## config.mk

```make
export PLATFORM = sky130hd
export DESIGN_NAME = instr_fetch_flat
export DESIGN_NICKNAME = d
export VERILOG_FILES = /design/src/rtl/instr_fetch_if.sv /design/src/rtl/instr_fetch.sv /design/src/flat_wrapper.sv
export SDC_FILE = /design/constraint.sdc
export NUM_CORES = 1
export LEC_CHECK = 0
export ABC_AREA = 1
export BUFFER_PORTS_ARGS = -buffer_cell sky130_fd_sc_hd__buf_2
export CORE_ASPECT_RATIO = 0.9
export CORE_MARGIN = 5
export CORE_UTILIZATION = 40
export DETAILED_ROUTE_END_ITERATION = 7
export GPL_ROUTABILITY_DRIVEN = 0
export GPL_TIMING_DRIVEN = 0
export PLACE_DENSITY = 0.72
export RECOVER_POWER = 100
export SETUP_SLACK_MARGIN = 0.5
export SLEW_MARGIN = 20
export SYNTH_ARGS = -nofsm -noshare
export SYNTH_HDL_FRONTEND = slang
export SYNTH_SLANG_ARGS = --single-unit
```

## constraint.sdc

```tcl
create_clock -name clk -period 4 [get_ports clk]
set_input_delay 0.6 -clock clk [delete_from_list [all_inputs] [get_ports clk]]
set_output_delay 0.6 -clock clk [all_outputs]
set_load 0.005 [all_outputs]
```

## src/rtl/instr_fetch_if.sv

```systemverilog
// instr_fetch_if: instruction memory read bus (req/ack with wait states)
interface instr_fetch_if #(
    parameter int AW = 8
);
    logic          imem_req;
    logic [AW-1:0] imem_addr;
    logic          imem_ack;
    logic [15:0]   imem_data;

    modport master (output imem_req, output imem_addr, input imem_ack, input imem_data);
    modport slave  (input imem_req, input imem_addr, output imem_ack, output imem_data);
endinterface

```

## src/rtl/instr_fetch.sv

```systemverilog
// instr_fetch: PC holder issuing instruction-memory reads and strobing fetched words into the IR
module instr_fetch #(
    parameter int            AW        = 8,
    parameter logic [AW-1:0] RESET_PC  = '0,
    parameter logic [15:0]   HALT_WORD = 16'hFFFF
) (
    input  logic                 clk,
    input  logic                 rstn,
    input  logic                 fetch_start,
    input  logic                 jump_en,
    input  logic [AW-1:0]        jump_addr,
    instr_fetch_if.master        mem,
    output logic [15:0]          IM,
    output logic                 ir_wr,
    output logic [AW-1:0]        pc,
    output logic                 fetch_done,
    output logic                 busy,
    output logic                 halted
);
    typedef enum logic [1:0] {IDLE, REQ, LOAD} state_t;

    state_t        state, state_nxt;
    logic [AW-1:0] pc_q, addr_q, tgt_q;
    logic [15:0]   buf_q;
    logic          pend_q, halted_q;

    // State register
    always_ff @(posedge clk or negedge rstn) begin
        if (!rstn) state <= IDLE;
        else       state <= state_nxt;
    end

    // Next state: start only when not halted, wait as long as memory needs, LOAD lasts one cycle
    always_comb begin
        state_nxt = state;
        case (state)
            IDLE:    state_nxt = (fetch_start && !halted_q) ? REQ : IDLE;
            REQ:     state_nxt = mem.imem_ack ? LOAD : REQ;
            LOAD:    state_nxt = IDLE;
            default: state_nxt = IDLE;
        endcase
    end

    assign mem.imem_req  = (state == REQ);
    assign mem.imem_addr = addr_q;
    assign ir_wr         = (state == LOAD);
    assign fetch_done    = (state == LOAD);
    assign busy          = (state != IDLE);
    assign IM            = buf_q;
    assign pc            = pc_q;
    assign halted        = halted_q;

    // Datapath: PC, request address, data buffer, pending jump and halt flag
    always_ff @(posedge clk or negedge rstn) begin
        if (!rstn) begin
            pc_q     <= RESET_PC;
            addr_q   <= RESET_PC;
            tgt_q    <= '0;
            pend_q   <= 1'b0;
            buf_q    <= 16'h0000;
            halted_q <= 1'b0;
        end else begin
            case (state)
                IDLE: begin
                    if (jump_en) begin
                        pc_q     <= jump_addr;
                        halted_q <= 1'b0;
                    end
                    if (fetch_start && !halted_q) addr_q <= jump_en ? jump_addr : pc_q;
                end
                REQ: begin
                    if (jump_en) begin
                        pend_q <= 1'b1;
                        tgt_q  <= jump_addr;
                    end
                    if (mem.imem_ack) buf_q <= mem.imem_data;
                end
                LOAD: begin
                    pc_q   <= jump_en ? jump_addr : (pend_q ? tgt_q : pc_q + 1'b1);
                    pend_q <= 1'b0;
                    if (buf_q == HALT_WORD) halted_q <= 1'b1;
                end
                default: ;
            endcase
        end
    end
endmodule
```

## src/flat_wrapper.sv

```systemverilog
// flat-port wrapper written by rule: the top's interface ports become plain ports
module instr_fetch_flat 
#(
    parameter int            AW        = 8,
    parameter logic [AW-1:0] RESET_PC  = '0,
    parameter logic [15:0]   HALT_WORD = 16'hFFFF
)
  (clk, rstn, fetch_start, jump_en, jump_addr, IM, ir_wr, pc, fetch_done, busy, halted, mem_imem_req, mem_imem_addr, mem_imem_ack, mem_imem_data);
  instr_fetch_if #(.AW(AW)) mem_i ();
  input  logic clk;
  input  logic rstn;
  input  logic fetch_start;
  input  logic jump_en;
  input  logic [AW-1:0] jump_addr;
  output logic [15:0] IM;
  output logic ir_wr;
  output logic [AW-1:0] pc;
  output logic fetch_done;
  output logic busy;
  output logic halted;
  output wire logic [$bits(mem_i.imem_req)-1:0] mem_imem_req;
  output wire logic [$bits(mem_i.imem_addr)-1:0] mem_imem_addr;
  input wire logic [$bits(mem_i.imem_ack)-1:0] mem_imem_ack;
  input wire logic [$bits(mem_i.imem_data)-1:0] mem_imem_data;
  assign mem_imem_req = mem_i.imem_req;
  assign mem_imem_addr = mem_i.imem_addr;
  assign mem_i.imem_ack = mem_imem_ack;
  assign mem_i.imem_data = mem_imem_data;
  instr_fetch #(.AW(AW), .RESET_PC(RESET_PC), .HALT_WORD(HALT_WORD)) u_core (.clk(clk), .rstn(rstn), .fetch_start(fetch_start), .jump_en(jump_en), .jump_addr(jump_addr), .mem(mem_i), .IM(IM), .ir_wr(ir_wr), .pc(pc), .fetch_done(fetch_done), .busy(busy), .halted(halted));
endmodule
```

Yosys cells after proc, flatten, opt, wreduce, memory -nomap -nowiden. Cells that the tools add are included.

Register bits: 44. Input bits: 29. Output and inout bits: 37. Logic and storage cells: 37.

Add/sub/neg operators: 1. Eq/ne operators: 6. Mux-type cells: 12. Reductions and logical operators: 11.

Operator list (count): $mux W8 (3); $eq A16 B16 Y1 const B (1); $pmux W8 S2 (1); $add A8 B1 Y8 const B (1); $reduce_and A2 Y1 (4); $reduce_bool A2 Y1 (3); $mux W1 (4); $ne A2 B2 Y1 const B (2); $pmux W1 S2 (2); $pmux W2 S2 (1); $reduce_and A3 Y1 (1); $eq A2 B1 Y1 const B (1); $eq A2 B2 Y1 const B (1); $logic_not A2 Y1 (1); $mux W2 (1); $ne A2 B1 Y1 const B (1); $logic_and A1 B1 Y1 (1); $logic_not A1 Y1 (1).

Longest topological paths before layout.
Depth after elaboration: 4. Mapped depth: 10. Gate-level depth less buffers: 9.

Worst setup path after synthesis. OpenSTA, ideal clock, no wires.

Path type: reg-to-output. Start point: register u_core.state[0]. End point: output ir_wr. Arrival time: 0.910 ns. Required time: 3.400 ns. Path slack: 2.490 ns. Stages on the path, launching flop included: 4. Path buffers: 2. Cell sequence: dfrtp_1 buf_2 nor2_4 buf_4.

Longest elaborated chain between the ends: 1.

RTL lines: from (decl) (RTL line instr_fetch.sv:22) `state_t state, state_nxt;`; from (signal assigned) (RTL line instr_fetch.sv:30) `else state <= state_nxt;`; $eq A2 B2 Y1; to (decl) (RTL line flat_wrapper.sv:16) `output logic ir_wr;`.

No other way between the ends.

Worst setup path in the final report.
Start point: register u_core.state[0]. End point: output ir_wr.

Longest elaborated chain between the ends: 1.

RTL lines: $eq A2 B2 Y1 (RTL line instr_fetch.sv:46) `assign ir_wr = (state == LOAD);`.

No other way between the ends.

==> flow_summary.toml <==
[status]
run_status = "complete, but fails checks"
violations = "max-capacitance violations, max-slew violations"

[timing]
slew_headroom = -0.522
setup_violations = 0
max_freq_mhz = 412
timing.final.crit_share = 0.607
drv_slew = 45
final-hold-violation-count = 0
worst_slew_pin_slew_ns = 2.28
period_needed_ns = 2.43
finClkSkew_ns = 0.00665
fin_setup_tns_ns = 0
rsz0062_at_grt = "no"
timing.hold.ws_ns = 0.492

[die]
dieArea_mm2 = 0.00700
io_pins = 66
die_y_um = 79.8
core_area_mm2 = 0.00526
dieWidth_um = 87.6
row_count = 25
floorplan.initialDensity = 0.413

[drt]
vias = 1862
wirelength_um = 5210
vias_per_cell = 4.76
drcViolationCount = 0
drt_iter0_markers = 151
dr.pass1.iters = 4
ant_nets = 0
avgRoutedWirePerCell_um = 13.3

[yosys]
avgSynthCellArea_um2 = 8.60
yosysWarnings = 0
yosysSeqAreaShare = 0.508
syn_nets = 282
synthArstFlopShare = 1.00
synth-edff-count = 0
synth.distinct_cells = 28
syn-instance-count = 252
synth_top_area_cell = "dfrtp_1"
yosys-top-cells-area = "dfrtp_1, nand2_1, o21ai_0"
synthTopCellsByCount = "nand2_1, dfrtp_1, o21ai_0"
synth_top_area_frac = 0.508
synthFlopType = "dfrtp_1"
synthesis.area_mm2 = 0.00217
ys_seq_elements = 44
synth.most_common_cell = "nand2_1"

[clock_network]
htree_levels = 2
post_cts.repair.setup_buffers = 0
clock_sinks = 44
worstSkewPairLatency_ns = 0.30
ctsResizeCount = 0
cts_tree = "yes"
hold_buffers = 0
root_buffer = "clkbuf_8"
numCtsBuffers = 5
cts_buffer_depth = 2
clk_pin_slew_ns = 0.08

[worst_hold_path]
min_to = "u_core.IM[13]$_DFFE_PN0P_"
min_path_cells = 3
hold_path.class = "input pin to register"
holdCritStartpoint = "mem_imem_data[13]"

[setup_path]
worst_r2r_startpoint = "u_core.state[0]$_DFF_PN0_"
rrSetupSlack_ns = 1.88
startpoint_type = "register"
critPathMaxFanout = 10
timing.critical_path.buf_inv = 3
required_ns = 3.40
path_delay_family = "simple AND/OR/NAND/NOR gates"
r2r-end = "u_core.mem.imem_addr[4]$_DFFE_PN0N_"
path_cells = "clkbuf_1 > nor2_1 > buf_4 > buf_2"
critical_path_class = "register to output pin"
endpoint_kind = "output pin"
slowest_stage = "nor2_1"
reg2reg_depth = 5
cpPeakStageDelay_ns = 0.57
critical_path_arrival_ns = 1.83

[power_and_ir_drop]
seqPwrFrac = 0.457
leakagePower_nw = 1.27
p_sw_mw = 0.690
vdd_drop_max_mv = 0.188
comb_power_share = 0.380
power_density_mw_per_mm2 = 687
power.internal_mw = 1.08
switching_share = 0.390
clkPwrFrac = 0.163

[grt]
grt_use_total = 0.154
grt_max_degree = 45
overflow = 0
grt_pass1_wl_um = 8420
antenna_found_initial = 0
grt_pass1_vias = 1727

[job]
drv_cap = 1

[cells_and_area]
fillers = 554
area_growth_pct = 18.6
regArea_mm2 = 0.00110
n_antenna_cell = 0
fin_cells = 391
fin_nets = 353
multi_input_area_um2 = 883
finish.utilization = 0.489
drive_gt1_frac = 0.182

[placed_design]
dpl.cell_count = 383
numPortBuffers = 64
hpwlAfterDp_um = 3970
-- logic make-up (layout without fill, tap and decap cells) --
| group | after synthesis | after routing | share of synthesized area |
|---|---|---|---|
| buffers and inverters | 30 | 102 | 0.0629 |
| XOR/XNOR | 1 | 1 | 0.00404 |
| adder cells (fa/ha/maj) | 1 | 1 | 0.00577 |
| AND/OR/NAND/NOR | 124 | 124 | 0.243 |
| flip-flops | 44 | 44 | 0.508 |
| multiplexers | 13 | 13 | 0.0744 |
| AO/OA/AOI/OAI | 39 | 39 | 0.102 |
-- worst register-to-register path, delay by kind of cell (launching register included) --
kind | cells | cell delay, ns
and+or+nand+nor | 3 | 0.83
buffers and inverters | 1 | 0.39
muxes | 1 | 0.38
DFF | 1 | 0.41
-- power groups by stage --
stage,combinational (mW),sequential [mW],clock (mW)
after detailed placement,0.746,0.811,0
after global placement,0.725,0.811,0
final,0.671,0.808,0.288
after global routing,0.760,0.837,0.320
after floorplan,0.436,0.809,0
after CTS,0.748,0.807,0.294
-- placed cells by master (no fill, tap or decap), drive strengths merged --
cell and instances:
nand2 84, nor2 25, mux2 13, a21boi 2
inv 20, clkinvlp 1, nor3 3, o32ai 1
clkbuf 38, o31ai 1, ha 1, a21oi 4
o21ai 24, nand3 10, xor2 1, buf 43
dfrtp 44, a22oi 5, a31oi 2, nand4 2
-- per-stage QoR --
step           worst slack (ns)  power (mW)  instance area [µm²]
6_report                   1.57        1.77                 2570
5_1_grt                    1.12        1.92                 2570
4_1_cts                    1.94        1.85                 2670
3_5_place_dp               2.29        1.56                 2570
3_3_place_gp               2.28        1.54                 2570
2_1_floorplan              2.49        1.24                 2170
-- sequential cells by signal, summed over array words and instances, names as in the netlist --
signal	flops
u_core.mem.imem_addr	8
u_core.halted	1
u_core.state	2
u_core.tgt_q	8
u_core.pc	8
u_core.IM	16
u_core.pend_q	1
-- cell type report --
| cell class | instances | area share |
|---|---|---|
| sequential | 44 | 0.428 |
| multi-input combinational | 178 | 0.344 |
| timing repair buffer | 64 | 0.112 |
| clock buffer | 7 | 0.0336 |
| tap | 67 | 0.0326 |
| inverter | 20 | 0.0292 |
| buffer | 10 | 0.0180 |
| clock inverter | 1 | 0.00292 |
-- how the worst max path moves through the flow --
stage                     depth (start not counted)                 startpoint                     endpoint
final                                             4  u_core.state[0]$_DFF_PN0_                        ir_wr
after global routing                              1                       rstn  u_core.tgt_q[2]$_DFFE_PN0P_
after CTS                                         4  u_core.state[0]$_DFF_PN0_                        ir_wr
after detailed placement                          4  u_core.state[0]$_DFF_PN0_                        ir_wr
after global placement                            4  u_core.state[0]$_DFF_PN0_                        ir_wr
after floorplan                                   3  u_core.state[0]$_DFF_PN0_                        ir_wr
-- routing by layer --
metal | GRT usage | part of all wire | up-vias
li1 | - | - | 952
met1 | 0.214 | 0.46 | 854
met2 | 0.239 | 0.47 | 50
met3 | 0.0372 | 0.052 | 6
met4 | 0.0460 | 0.011 | 0
met5 | 0 | 0 | -
No activity file was read; power rests on OpenSTA's default activity.
